==> config.mk <==
export PLATFORM = sky130hd
export DESIGN_NAME = recoded_float64_to_any_seq
export DESIGN_NICKNAME = d
export VERILOG_FILES = /design/src/rtl/recoded_float64_to_any_seq.sv
export SDC_FILE = /design/constraint.sdc
export NUM_CORES = 1
export LEC_CHECK = 0
export ABC_AREA = 0
export BUFFER_PORTS_ARGS = -buffer_cell sky130_fd_sc_hd__buf_4
export CAP_MARGIN = 20
export CORE_ASPECT_RATIO = 1.25
export CORE_UTILIZATION = 54
export CTS_CLUSTER_DIAMETER = 50
export DETAILED_ROUTE_END_ITERATION = 8
export GPL_TIMING_DRIVEN = 0
export PLACE_DENSITY = 0.78
export SETUP_SLACK_MARGIN = 0.4
export SLEW_MARGIN = 20
export SYNTH_ARGS = -nofsm -noshare
export SYNTH_HDL_FRONTEND = slang
export SYNTH_SLANG_ARGS = --single-unit
==> constraint.sdc <==
create_clock -name clk -period 19.8 [get_ports clk]
set_input_delay 1.98 -clock clk [delete_from_list [all_inputs] [get_ports clk]]
set_output_delay 1.98 -clock clk [all_outputs]
set_load 0.02 [all_outputs]
==> src/rtl/recoded_float64_to_any_seq.sv <==
// Multi-cycle converter from recoded float64 to uint32/int32/uint64/int64 with valid/ready on both sides.
// Define RECF64_TO_ANY_BARREL_EN to replace the iterative SHIFT state with a full barrel shift at accept.
module recoded_float64_to_any_seq #(
  parameter int SHIFT_STEP = 8,
  parameter int INT_WIDTH  = 64
) (
  input  logic                 clk,
  input  logic                 reset,
  input  logic                 in_valid,
  output logic                 in_ready,
  input  logic [64:0]          in,
  input  logic [1:0]           roundingMode,
  input  logic [1:0]           typeOp,
  output logic                 out_valid,
  input  logic                 out_ready,
  output logic [INT_WIDTH-1:0] out,
  output logic [4:0]           exceptionFlags
);

  localparam int ACC_W = INT_WIDTH + 52;

  localparam logic [1:0] RM_NEAR_EVEN = 2'd0;
  localparam logic [1:0] RM_MIN_MAG   = 2'd1;
  localparam logic [1:0] RM_MIN       = 2'd2;

  localparam logic [1:0] TYPE_UINT32 = 2'd0;
  localparam logic [1:0] TYPE_INT32  = 2'd1;
  localparam logic [1:0] TYPE_UINT64 = 2'd2;

  typedef enum logic [1:0] {
    IDLE,
    SHIFT,
    ROUND,
    DONE
  } state_t;

  state_t             state_q, state_d;
  logic [ACC_W-1:0]   acc_q, acc_d;
  logic signed [12:0] e_q, e_d;
  logic               sign_q, sign_d;
  logic               zero_q, zero_d;
  logic               inf_q, inf_d;
  logic               nan_q, nan_d;
  logic [1:0]         typ_q, typ_d;
  logic [1:0]         rm_q, rm_d;
  logic [63:0]        out_q, out_d;
  logic [4:0]         flags_q, flags_d;

`ifndef RECF64_TO_ANY_BARREL_EN
  localparam logic [6:0] STEP = 7'(SHIFT_STEP);
  logic [6:0] cnt_q, cnt_d;
  logic [6:0] sh;
  assign sh = (cnt_q < STEP) ? cnt_q : STEP;
`endif

  // Operand decode used only on the accept cycle.
  logic [2:0]         in_cls;
  logic signed [12:0] in_e;
  logic               in_special;
  logic               in_shift;
  logic [ACC_W-1:0]   in_acc;

  assign in_cls     = in[63:61];
  assign in_e       = $signed({1'b0, in[63:52]}) - 13'sd2048;
  assign in_special = (in_cls == 3'b000) || (in_cls[2:1] == 2'b11);
  assign in_shift   = !in_special && (in_e > 13'sd0) && (in_e < 13'sd64);
  assign in_acc     = {{(INT_WIDTH-1){1'b0}}, 1'b1, in[51:0]};

  // Rounding and range check, evaluated from the registered operand during ROUND.
  logic [63:0] int_v;
  logic        guard;
  logic        sticky;
  logic        inc;
  logic [64:0] mag;
  logic        in_range;
  logic        invalid;
  logic [63:0] res_inv;
  logic [63:0] res_val;
  logic [63:0] res_pre;
  logic [63:0] res;

  // NOTE: every signal written in an always_comb gets a value on every path first, so no latches.
  always_comb begin
    int_v  = acc_q[ACC_W-1:52];
    guard  = acc_q[51];
    sticky = |acc_q[50:0];
    if (zero_q) begin
      int_v  = '0;
      guard  = 1'b0;
      sticky = 1'b0;
    end else if (e_q < 13'sd0) begin
      int_v = '0;
      if (e_q == -13'sd1) begin
        guard  = 1'b1;
        sticky = |acc_q[51:0];
      end else begin
        guard  = 1'b0;
        sticky = 1'b1;
      end
    end

    case (rm_q)
      RM_NEAR_EVEN: inc = guard & (sticky | int_v[0]);
      RM_MIN_MAG:   inc = 1'b0;
      RM_MIN:       inc = sign_q & (guard | sticky);
      default:      inc = ~sign_q & (guard | sticky);
    endcase

    mag = {1'b0, int_v} + {64'd0, inc};

    case (typ_q)
      TYPE_UINT32: in_range = (!sign_q || mag == '0) && (mag <= 65'h0_FFFF_FFFF);
      TYPE_INT32:  in_range = sign_q ? (mag <= 65'h0_8000_0000) : (mag <= 65'h0_7FFF_FFFF);
      TYPE_UINT64: in_range = (!sign_q || mag == '0) && !mag[64];
      default:     in_range = sign_q ? (mag <= 65'h0_8000_0000_0000_0000)
                                     : (mag <= 65'h0_7FFF_FFFF_FFFF_FFFF);
    endcase

    invalid = nan_q || inf_q || (!zero_q && (e_q > 13'sd63)) || !in_range;

    // Saturation target: type max for NaN or positive, type min for negative.
    if (nan_q || !sign_q) begin
      case (typ_q)
        TYPE_UINT32: res_inv = 64'h0000_0000_FFFF_FFFF;
        TYPE_INT32:  res_inv = 64'h0000_0000_7FFF_FFFF;
        TYPE_UINT64: res_inv = 64'hFFFF_FFFF_FFFF_FFFF;
        default:     res_inv = 64'h7FFF_FFFF_FFFF_FFFF;
      endcase
    end else begin
      case (typ_q)
        TYPE_INT32: res_inv = 64'h0000_0000_8000_0000;
        2'd3:       res_inv = 64'h8000_0000_0000_0000;
        default:    res_inv = 64'd0;
      endcase
    end

    res_val = sign_q ? (64'd0 - mag[63:0]) : mag[63:0];
    res_pre = invalid ? res_inv : res_val;
    res     = typ_q[1] ? res_pre : {{32{res_pre[31]}}, res_pre[31:0]};
  end

  always_comb begin
    state_d = state_q;
    acc_d   = acc_q;
    e_d     = e_q;
    sign_d  = sign_q;
    zero_d  = zero_q;
    inf_d   = inf_q;
    nan_d   = nan_q;
    typ_d   = typ_q;
    rm_d    = rm_q;
    out_d   = out_q;
    flags_d = flags_q;
`ifndef RECF64_TO_ANY_BARREL_EN
    cnt_d   = cnt_q;
`endif
    case (state_q)
      IDLE: begin
        if (in_valid) begin
          sign_d = in[64];
          e_d    = in_e;
          zero_d = (in_cls == 3'b000);
          inf_d  = (in_cls == 3'b110);
          nan_d  = (in_cls == 3'b111);
          typ_d  = typeOp;
          rm_d   = roundingMode;
`ifdef RECF64_TO_ANY_BARREL_EN
          acc_d   = in_shift ? (in_acc << in_e[5:0]) : in_acc;
          state_d = ROUND;
`else
          acc_d   = in_acc;
          cnt_d   = in_e[6:0];
          state_d = in_shift ? SHIFT : ROUND;
`endif
        end
      end
`ifndef RECF64_TO_ANY_BARREL_EN
      SHIFT: begin
        acc_d = acc_q << sh;
        cnt_d = cnt_q - sh;
        if (cnt_d == 7'd0) state_d = ROUND;
      end
`endif
      ROUND: begin
        out_d   = res;
        flags_d = invalid ? 5'b10000 : {4'b0000, guard | sticky};
        state_d = DONE;
      end
      DONE: begin
        if (out_ready) state_d = IDLE;
      end
      default: state_d = IDLE;
    endcase
  end

  // NOTE: sequential state uses non-blocking assignments so every flop samples pre-edge values.
  always_ff @(posedge clk) begin
    if (reset) begin
      state_q <= IDLE;
      acc_q   <= '0;
      e_q     <= '0;
      sign_q  <= 1'b0;
      zero_q  <= 1'b0;
      inf_q   <= 1'b0;
      nan_q   <= 1'b0;
      typ_q   <= '0;
      rm_q    <= '0;
      out_q   <= '0;
      flags_q <= '0;
`ifndef RECF64_TO_ANY_BARREL_EN
      cnt_q   <= '0;
`endif
    end else begin
      state_q <= state_d;
      acc_q   <= acc_d;
      e_q     <= e_d;
      sign_q  <= sign_d;
      zero_q  <= zero_d;
      inf_q   <= inf_d;
      nan_q   <= nan_d;
      typ_q   <= typ_d;
      rm_q    <= rm_d;
      out_q   <= out_d;
      flags_q <= flags_d;
`ifndef RECF64_TO_ANY_BARREL_EN
      cnt_q   <= cnt_d;
`endif
    end
  end

  assign in_ready       = (state_q == IDLE);
  assign out_valid      = (state_q == DONE);
  assign out            = out_q;
  assign exceptionFlags = flags_q;

endmodule

# Word-level counts from Yosys, hierarchy flattened

Cells that the tools add are included.

Input port bits: 73
Bits in registers: 215

Add/subtract/negate cells: 4
Order comparisons: 10
Muxes and demuxes: 29
Equal/unequal tests: 15
Bitwise logic cells: 6
Reduce and logical (&&, ||, !) cells: 28
Shifts and indexed selects: 1

Operator list:

| kind                     | number |
|---|---|
| $mux W64                 | 6 |
| $pmux W116 S2            | 1 |
| $pmux W64 S3             | 1 |
| $le A65 B32 Y1 const B   | 2 |
| $pmux W64 S2             | 1 |
| $mux W116                | 1 |
| $shl A116 B7 Y116        | 1 |
| $add A64 B1 Y65          | 1 |
| $le A65 B31 Y1 const B   | 1 |
| $le A65 B63 Y1 const B   | 1 |
| $le A65 B64 Y1 const B   | 1 |
| $logic_not A65 Y1        | 1 |
| $sub A1 B64 Y64 const A  | 1 |
| $reduce_or A52 Y1        | 1 |
| $reduce_or A51 Y1        | 1 |
| $mux W7                  | 2 |
| $pmux W7 S2              | 1 |
| $eq A13 B1 Y1 const B    | 1 |
| $gt A13 B1 Y1 const B    | 1 |
| $gt A13 B7 Y1 const B    | 1 |
| $lt A13 B1 Y1 const B    | 1 |
| $lt A13 B8 Y1 const B    | 1 |
| $sub A12 B12 Y13 const B | 1 |
| $eq A2 B2 Y1 const B     | 6 |
| other kinds (23)         | 57 |

# Logic depth before layout (Yosys ltp)

Gate-level depths: netlist of run 1.

Depth after elaboration: 16
Depth in mapped cells: 29
Mapped depth without buffers: 21

# Least setup slack after synthesis of run 1

OpenSTA, ideal clock, no wires.

Kind: register to register
From: reg e_q[11]
To: reg out_q[60] (netlist: out[60])
Slack: 12.823 ns
Arrival: 6.841 ns
Data required time: 19.664 ns
Stages on the path, launching flop included: 28
Path buffers: 9
Cells stage by stage: dfxtp_1 -> buf_2 -> clkbuf_1 -> nor2_1 -> clkbuf_1 -> clkbuf_1 -> buf_1 -> clkbuf_1 -> and2_1 -> o21ai_0 -> a21oi_1 -> ha_1 -> ha_1 -> and4_1 -> nand4_2 -> or4_4 -> nor4_1 -> xnor2_1 -> or3_1 -> or4_4 -> o31ai_2 -> o211ai_2 -> a2111o_1 -> buf_2 -> a221oi_2 -> buf_4 -> buf_4 -> a211oi_1

Cells in the longest elaborated chain, start to end: 16
Elaborated cells on any way between the ends: 39

Ends and longest elaborated chain:

| element                                                  | line | RTL |
|---|---|---|
| start: declaration                                       | 39   | `logic signed [12:0] e_q, e_d;` |
| start signal: assignment                                 | 201  | `e_q <= '0;` |
| start signal: assignment                                 | 216  | `e_q <= e_d;` |
| branches (longest 14 deep; another with $add A64 B1 Y65) | --   |  |
| $mux W64 (*)                                             | 138  | `res_pre = invalid ? res_inv : res_val;` |
| $mux W64 (*)                                             | 139  | `res = typ_q[1] ? res_pre : {{32{res_pre[31]}}, res_pre[31:0]};` |
| end signal: assignment                                   | 223  | `out_q <= out_d;` |
| end: declaration                                         | 46   | `logic [63:0] out_q, out_d;` |

Every way passes the cells marked *.
A chain may end at the register's enable or synchronous reset.

# Worst setup path after layout of run 1

From: reg e_q[11]
To: reg out_q[51] (netlist: out[51])

Same word-level chain as after synthesis.

==> summary.txt, run 1 <==
Timing
  • FMAX: 91.8 MHz
  • Setup WS post-layout: a little under 9 ns
  • Minimum clock period: around 11 ns
  • Final period util: 0.550
  • Unrepaired setup endpoints after global routing: no
  • Clock Skew: 0.0294 ns
  • Setup TNS: 0 ns
  • Final setup vio count: 0
  • Fin. max-slew vios: 0
  • Fin. Hold Viols: 0
  • Worst-margin pin slew: 1.06 ns
  • Slew HR: 0.285

Logic synthesis
  • Distinct cells, synth: 85
  • Area share of fa/ha/maj cells after synthesis: 0.00632
  • Async set or reset register ratio after synthesis: 0
  • Post-synthesis mux area share: 0.192
  • Avg Synthesized Cell Area: 7.52 sq um
  • Yosys Warn Count: 0
  • Synth Area in XOR/XNOR: 0.0530
  • Sequential share of the synthesized area: 0.237
  • Post-synth EDFFs: 0
  • Top FF cell, synth: dfxtp_1
  • Post-synthesis compound-gate area fraction: 0.197
  • Number of synthesized register bits: 211
  • Cell Area, Synth: 0.0178 sq mm
  • Largest family of logic cells by synthesized area: simple AND/OR/NAND/NOR gates
  • Post-Synth Simple-Gate Area: 0.257
  • Post-synthesis cell count: 2370

Placed design
  • DP Wirelength: 52.9 mm
  • Gpl congestion: 0.973
  • Placed cell area: a little under 0.02 sq mm
  • Post-Place Worst Slack: 9.25 ns
  • IO Port Bufs: 140

Clocking
  • Num CTS Buffers: 28
  • Worst skew pair latency: 0.59 ns
  • Clock root buffer: clkbuf_16
  • H-tree level count: 1
  • CTS max path bufs: 3
  • Clock sink count: 211
  • # resized after CTS: 0
  • TritonCTS clock tree: built
  • Worst-path clk slew: 0.06 ns
  • Hold Buf Count CTS: 0
  • Post-CTS setup buffer count: 0

Floorplan
  • Core box area: 0.0326 sq mm
  • Initial Util: 0.547
  • Die height: 205 um
  • Row count: 74
  • Die area: 0.0338 sq mm
  • # IOs: 144
  • Die Width: 165 um

GRT
  • Met3 usage: 0.0613
  • Overflow after GRT: 0
  • GR met1 Demand/Resource: 0.418
  • GRT busiest layer: met2
  • Global-route wire length before repair: 104 mm
  • Number of global-route vias before repair: 19281
  • Met2 usage: 0.698
  • Pin count of the biggest net entering global routing: 15
  • Gr usage total: 0.397
  • Antenna violations before repair: 0

Setup path
  • Startpoint Class: flip-flop
  • Worst path slowest cell: nor4_1
  • CP Capture Type: flip-flop
  • Crit-path max FO: 10
  • CP startpoint: e_q[11]
  • Reg2Reg Depth: 26
  • Crit Path Category: flip-flop to flip-flop
  • Reg2reg end: out[51]
  • Buf/Inv on CP: 8
  • Most numerous cell on the critical path: clkbuf_1
  • Worst Path Required: around 20 ns
  • R2R Path Start: e_q[11]
  • Worst EP arrival: 11.37 ns
  • Worst Setup EP: out[51]
  • Levels on crit path: 26
  • Worst reg2reg setup slack: 8.90 ns
  • Max incr delay on CP: 0.86 ns
  • Worst path top cell family by delay: simple AND/OR/NAND/NOR gates

Route
  • Post-DRT Antenna Nets: 0
  • Routed wire length per instance: 22.9 um
  • Iter 0 DRT Violations: 1739
  • Drt total wl: 68.2 mm
  • Initial DRT Pass Iterations: 5
  • # DRC: 0
  • Avg Vias per Cell: 6.51
  • Vias: between 15000 and 20000

Finish
  • Ant. Diodes: 0
  • Core Util, Final: 0.625
  • Design Area, Final: 0.0204 sq mm
  • Layout cells sized above 1: 0.103
  • Final Net Count: about 2600
  • Layout area overhead: 14.3%
  • Fillers: 2978

Job
  • Maxcap violations: 0

Min path
  • Worst min path class: flip-flop to flip-flop

Pwr
  • Max VDD drop: 0.0841 mV
  • PD cells: between 80 and 90 mW/mm^2
  • Lkg Pwr: around 0.0082 uW

Outcome
  • Run status: complete, no violations
worst min-delay path by stage:
stage | startpoint | cells past startpoint | to
3_5_place_dp | e_q[5] | 2 | e_q[5]
4_1_cts | e_q[1] | 2 | e_q[1]
3_3_place_gp | e_q[4] | 2 | e_q[4]
2_1_floorplan | e_q[5] | 2 | e_q[5]
6_report | e_q[1] | 2 | e_q[1]
5_1_grt | e_q[1] | 2 | e_q[1]
metrics by stage:
step / cells / hold slack [ns] / power [uW]
floorplan: 2372 / 0.436 / 977
global placement: 2930 / 0.447 / 1190
detailed placement: 2930 / 0.457 / 1200
CTS: 2981 / 0.466 / 1720
global route: 2981 / 0.491 / 1810
finish: 2981 / 0.467 / 1730
cells in the mapped netlist, types with 8 or more instances:
master	count	area share
o31ai_1	18	0.0076
xnor2_1	72	0.035
and2_1	17	0.0060
dfxtp_1	211	0.24
and4_1	19	0.0093
nand2b_1	13	0.0046
or3_1	21	0.0074
or4_1	20	0.0084
o21ai_0	46	0.013
ha_1	9	0.0063
nor4_1	51	0.018
inv_1	18	0.0038
nor3_1	55	0.015
o211ai_1	21	0.0088
xor2_1	36	0.018
buf_1	37	0.0078
nand3_1	75	0.021
clkbuf_1	167	0.035
a21oi_1	173	0.049
a211oi_1	198	0.083
nand4_1	49	0.017
a31oi_1	11	0.0039
mux2i_1	333	0.19
buf_4	8	0.0034
and3_1	16	0.0056
nor2_1	327	0.069
buf_2	19	0.0053
nand2_1	181	0.038
o31a_1	8	0.0039
power breakdown:
group / total, uW / leakage, uW / switching [uW] / internal [uW]
Sequential: 529 / 0.00173 / 50.9 / 478
Combinational: 678 / 0.00604 / 446 / 232
Clock: 526 / 0.000468 / 217 / 309
worst min-delay path: cells and delay by family (launching register included):
| family | cells | cell delay (ns) |
|---|---|---|
| DFF | 1 | 0.32 |
| AOI/OAI and AO/OA | 1 | 0.05 |
| and+or+nand+nor | 1 | 0.05 |
metal layers:
metal,part of all wire,vias to the layer above
met1,0.36,9147
met2,0.49,888
met3,0.065,281
met5,0,-
met4,0.080,0
li1,-,9079
placed cells by master, fill, tap and decap left out, types with 72 or more instances in the layout:
master and count:
a211oi_1 198, a21oi_1 173, buf_4 148, clkbuf_1 169
dfxtp_1 211, mux2i_1 333, nand2_1 181, nand3_1 75
nor2_1 327, xnor2_1 72
cell type report:
type | count | area [sq um] | area share
multi-input combinational | 1904 | 12600 | 0.618
sequential | 211 | 4220 | 0.207
timing repair buffer | 140 | 1050 | 0.0516
buffer | 237 | 951 | 0.0467
clock buffer | 35 | 777 | 0.0381
tap | 418 | 523 | 0.0257
clock inverter | 16 | 189 | 0.00927
inverter | 20 | 75.1 | 0.00368
sequential cells by signal, indices dropped and copies added (netlist names):
name / cells
nan_q: 1
out: 64
sign_q: 1
acc_q: 116
exceptionFlags: 2
cnt_q: 7
inf_q: 1
state_q: 2
rm_q: 2
zero_q: 1
typ_q: 2
e_q: 12
cells by family (layout without fill, tap and decap cells):
kind of cell | Yosys count | after routing
buffers and inverters | 257 | 448
AOI/OAI and AO/OA | 528 | 528
DFF | 211 | 211
xor gates and xnor gates | 108 | 108
and+or+nand+nor | 915 | 915
other | 2 | 4
muxes | 340 | 340
adders and majority gates | 9 | 9
Power figures use the tool's default switching activity.
==> inputs of run 2 (changes only) <==
- PLACE_DENSITY: 0.78 -> 0.81
- clock period: 19.8 -> 9.5 ns (I/O delays scaled with it)
==> summary.txt, run 2 (synthesized netlist as in run 1, its figures left out) <==
Pwr
  • PD cells: 176 mW/mm^2 (+110%)
  • Total Power: 3600 uW (+110%)
  • Max VDD drop: 0.246 mV (+190%)
  • Lkg Pwr: 0.00826 uW (+0.28%)

GRT
  • Global-route wire length before repair: 102 mm (-2.2%)
  • Pin count of the biggest net entering global routing: 14 (-1)
  • Overflow after GRT: 0 (unchanged)
  • Gr usage total: 0.385 (-0.0121)
  • Antenna violations before repair: 0 (unchanged)
  • Number of global-route vias before repair: 19005 (-1.4%)

Timing
  • Setup WS post-layout: 0.640 ns (-8.26 ns)
  • Clock Skew: 0.0170 ns (-0.0124 ns)
  • Slew HR: 0.236 (-0.0499)
  • Fin. max-slew vios: 0 (unchanged)
  • Fin. Hold Viols: 0 (unchanged)
  • Final setup vio count: 0 (unchanged)
  • Unrepaired setup endpoints after global routing: no
  • Worst-margin pin slew: 1.15 ns (+0.0898 ns)
  • Final period util: 0.933 (+0.382)
  • FMAX: 113 MHz (+23%)
  • Minimum clock period: 8.86 ns (-2.04 ns)

Setup path
  • Worst Setup EP: out[60]
  • Crit-path max FO: 10 (unchanged)
  • Worst path slowest cell: or4b_1
  • Crit Path Category: flip-flop to flip-flop
  • Worst Path Required: 9.91 ns (-10.36 ns)
  • CP Capture Type: flip-flop
  • Startpoint Class: flip-flop
  • Reg2reg end: out[60]
  • Max incr delay on CP: 0.61 ns (-0.25 ns)
  • Worst EP arrival: 9.27 ns (-2.10 ns)
  • R2R Path Start: e_q[11]
  • Reg2Reg Depth: 28 (+7.7%)
  • CP startpoint: e_q[11]
  • Worst reg2reg setup slack: 0.64 ns (-8.26 ns)

Finish
  • Layout area overhead: 14.6%
  • Max reg flops: 116 (unchanged)
  • Ant. Diodes: 0 (unchanged)
  • Non-Filler Instances: 2985 (+0.13%)
  • Reg area: 0.00422 sq mm (unchanged)
  • Footprint of the multi-input gates: 0.0126 sq mm (+0.22%)
  • Most common cell after layout, fill and taps aside: mux2i_1
  • Fillers: 2964 (-0.47%)
  • Layout cells sized above 1: 0.109 (+0.00568)
  • Largest Register: acc_q
  • Design Area, Final: 0.0204 sq mm (+0.25%)
  • Final Net Count: 2628 (+0.15%)
  • Commonest cells after routing, fill and taps aside: mux2i_1, nor2_1, dfxtp_1

Job
  • Maxcap violations: 0 (unchanged)

Clocking
  • Worst skew pair latency: 0.57 ns (-0.02 ns)
  • Num CTS Buffers: 29 (+3.6%)
  • H-tree level count: 1 (unchanged)
  • Worst-path clk slew: 0.06 ns (about the same)
  • Clock root buffer: clkbuf_16
  • Hold Buf Count CTS: 0 (unchanged)
  • TritonCTS clock tree: built
  • CTS max path bufs: 3 (unchanged)
  • Clock sink count: 211 (unchanged)

Min path
  • Worst min path class: flip-flop to flip-flop

Route
  • Top sig layer: met4
  • Metal-1 WL: 24.2 mm (-2.0%)
  • Avg Vias per Cell: 6.58 (+1.1%)
  • Routed wl met2: 32.9 mm (-1.9%)
  • Post-DRT Antenna Nets: 0 (unchanged)
  • Drt total wl: 66.7 mm (-2.1%)
  • Vias: 19633 (+1.2%)
  • Metal3 WL: 4.97 mm (+11%)
  • Iter 0 DRT Violations: 1953 (+12%)
  • # DRC: 0 (unchanged)
  • Routed wire length per instance: 22.4 um (-2.2%)
  • Initial DRT Pass Iterations: 8 (+3)

Floorplan
  • Die area: 0.0338 sq mm (unchanged)
  • Die Width: 165 um (unchanged)
  • Row count: 74 (unchanged)
  • Die height: 205 um (unchanged)
  • Initial Util: 0.547 (unchanged)
  • # IOs: 144 (unchanged)
  • Core box area: 0.0326 sq mm (unchanged)

Outcome
  • Run status: complete, no violations

Placed design
  • DP Wirelength: 51.1 mm (-3.3%)
  • Placed cell area: 0.0194 sq mm (unchanged)
  • Gpl congestion: 0.994 (+2.2%)
  • Post-Place Worst Slack: -0.733 ns (-9.99 ns)
  • IO Port Bufs: 140 (unchanged)
  • Placed cells: 2930 (unchanged)
## run 2: changes by cell type in the layout (fill, tap and decap cells not counted), sizes merged
cell | previous run | this run
clkinvlp | 3 | 6
clkinv | 6 | 11
buf | 204 | 207
clkbuf | 208 | 204
inv | 25 | 22
## run 2: worst min-delay path by stage
| stage | from | endpoint | slack (ns) | cells past startpoint |
|---|---|---|---|---|
| global route | e_q[1] | e_q[1] | 0.49 | 2 |
| global placement | e_q[4] | e_q[4] | 0.45 | 2 |
| CTS | e_q[5] | e_q[5] | 0.46 | 2 |
| finish | e_q[5] | e_q[5] | 0.46 | 2 |
| detailed placement | e_q[5] | e_q[5] | 0.45 | 2 |
| floorplan | e_q[5] | e_q[5] | 0.44 | 2 |
## run 2: per-layer routing
metal  track usage  up-vias
li1              -     9082
met1         0.410     9192
met2         0.690     1060
met3        0.0591      299
met4         0.265        0
met5             0        -
## run 2: layout make-up
type / count / share of cell area
plain buffers: 237 / 0.0473
clock inverters: 21 / 0.0102
multi-input cells: 1904 / 0.618
inverters: 20 / 0.00367
well taps: 418 / 0.0256
clock buffers: 31 / 0.0364
flip-flops and latches: 211 / 0.207
repair buffers: 143 / 0.0525
## run 2: worst max-delay path: cells and delay by family (launching register included)
family / cells / cell delay, ns
AND/OR/NAND/NOR: 8 / 2.84
buffers and inverters: 10 / 2.75
AO/OA/AOI/OAI: 8 / 2.12
adder cells (fa/ha/maj): 2 / 0.59
flip-flops: 1 / 0.36
## run 2: timing repair
item | in CTS | in global routing
pin swaps | 1 | 0
resized for setup | 8 | 11
setup endpoints to repair | 66 | 58
buffers inserted | 3 | 0
## run 2: metrics by stage
stage | TNS, ns | util | hold WS, ns
final | 0 | 0.627 | 0.460
after detailed placement | -37.30 | 0.596 | 0.450
after global placement | -37.87 | 0.596 | 0.447
after global routing | 0 | 0.627 | 0.486
after floorplan | 0 | - | 0.436
after CTS | 0 | 0.626 | 0.458
## run 2: report_power, final
part	total, uW	internal, uW	switching (uW)
clock	1080	628	449
combinational	1420	495	927
sequential	1100	996	104
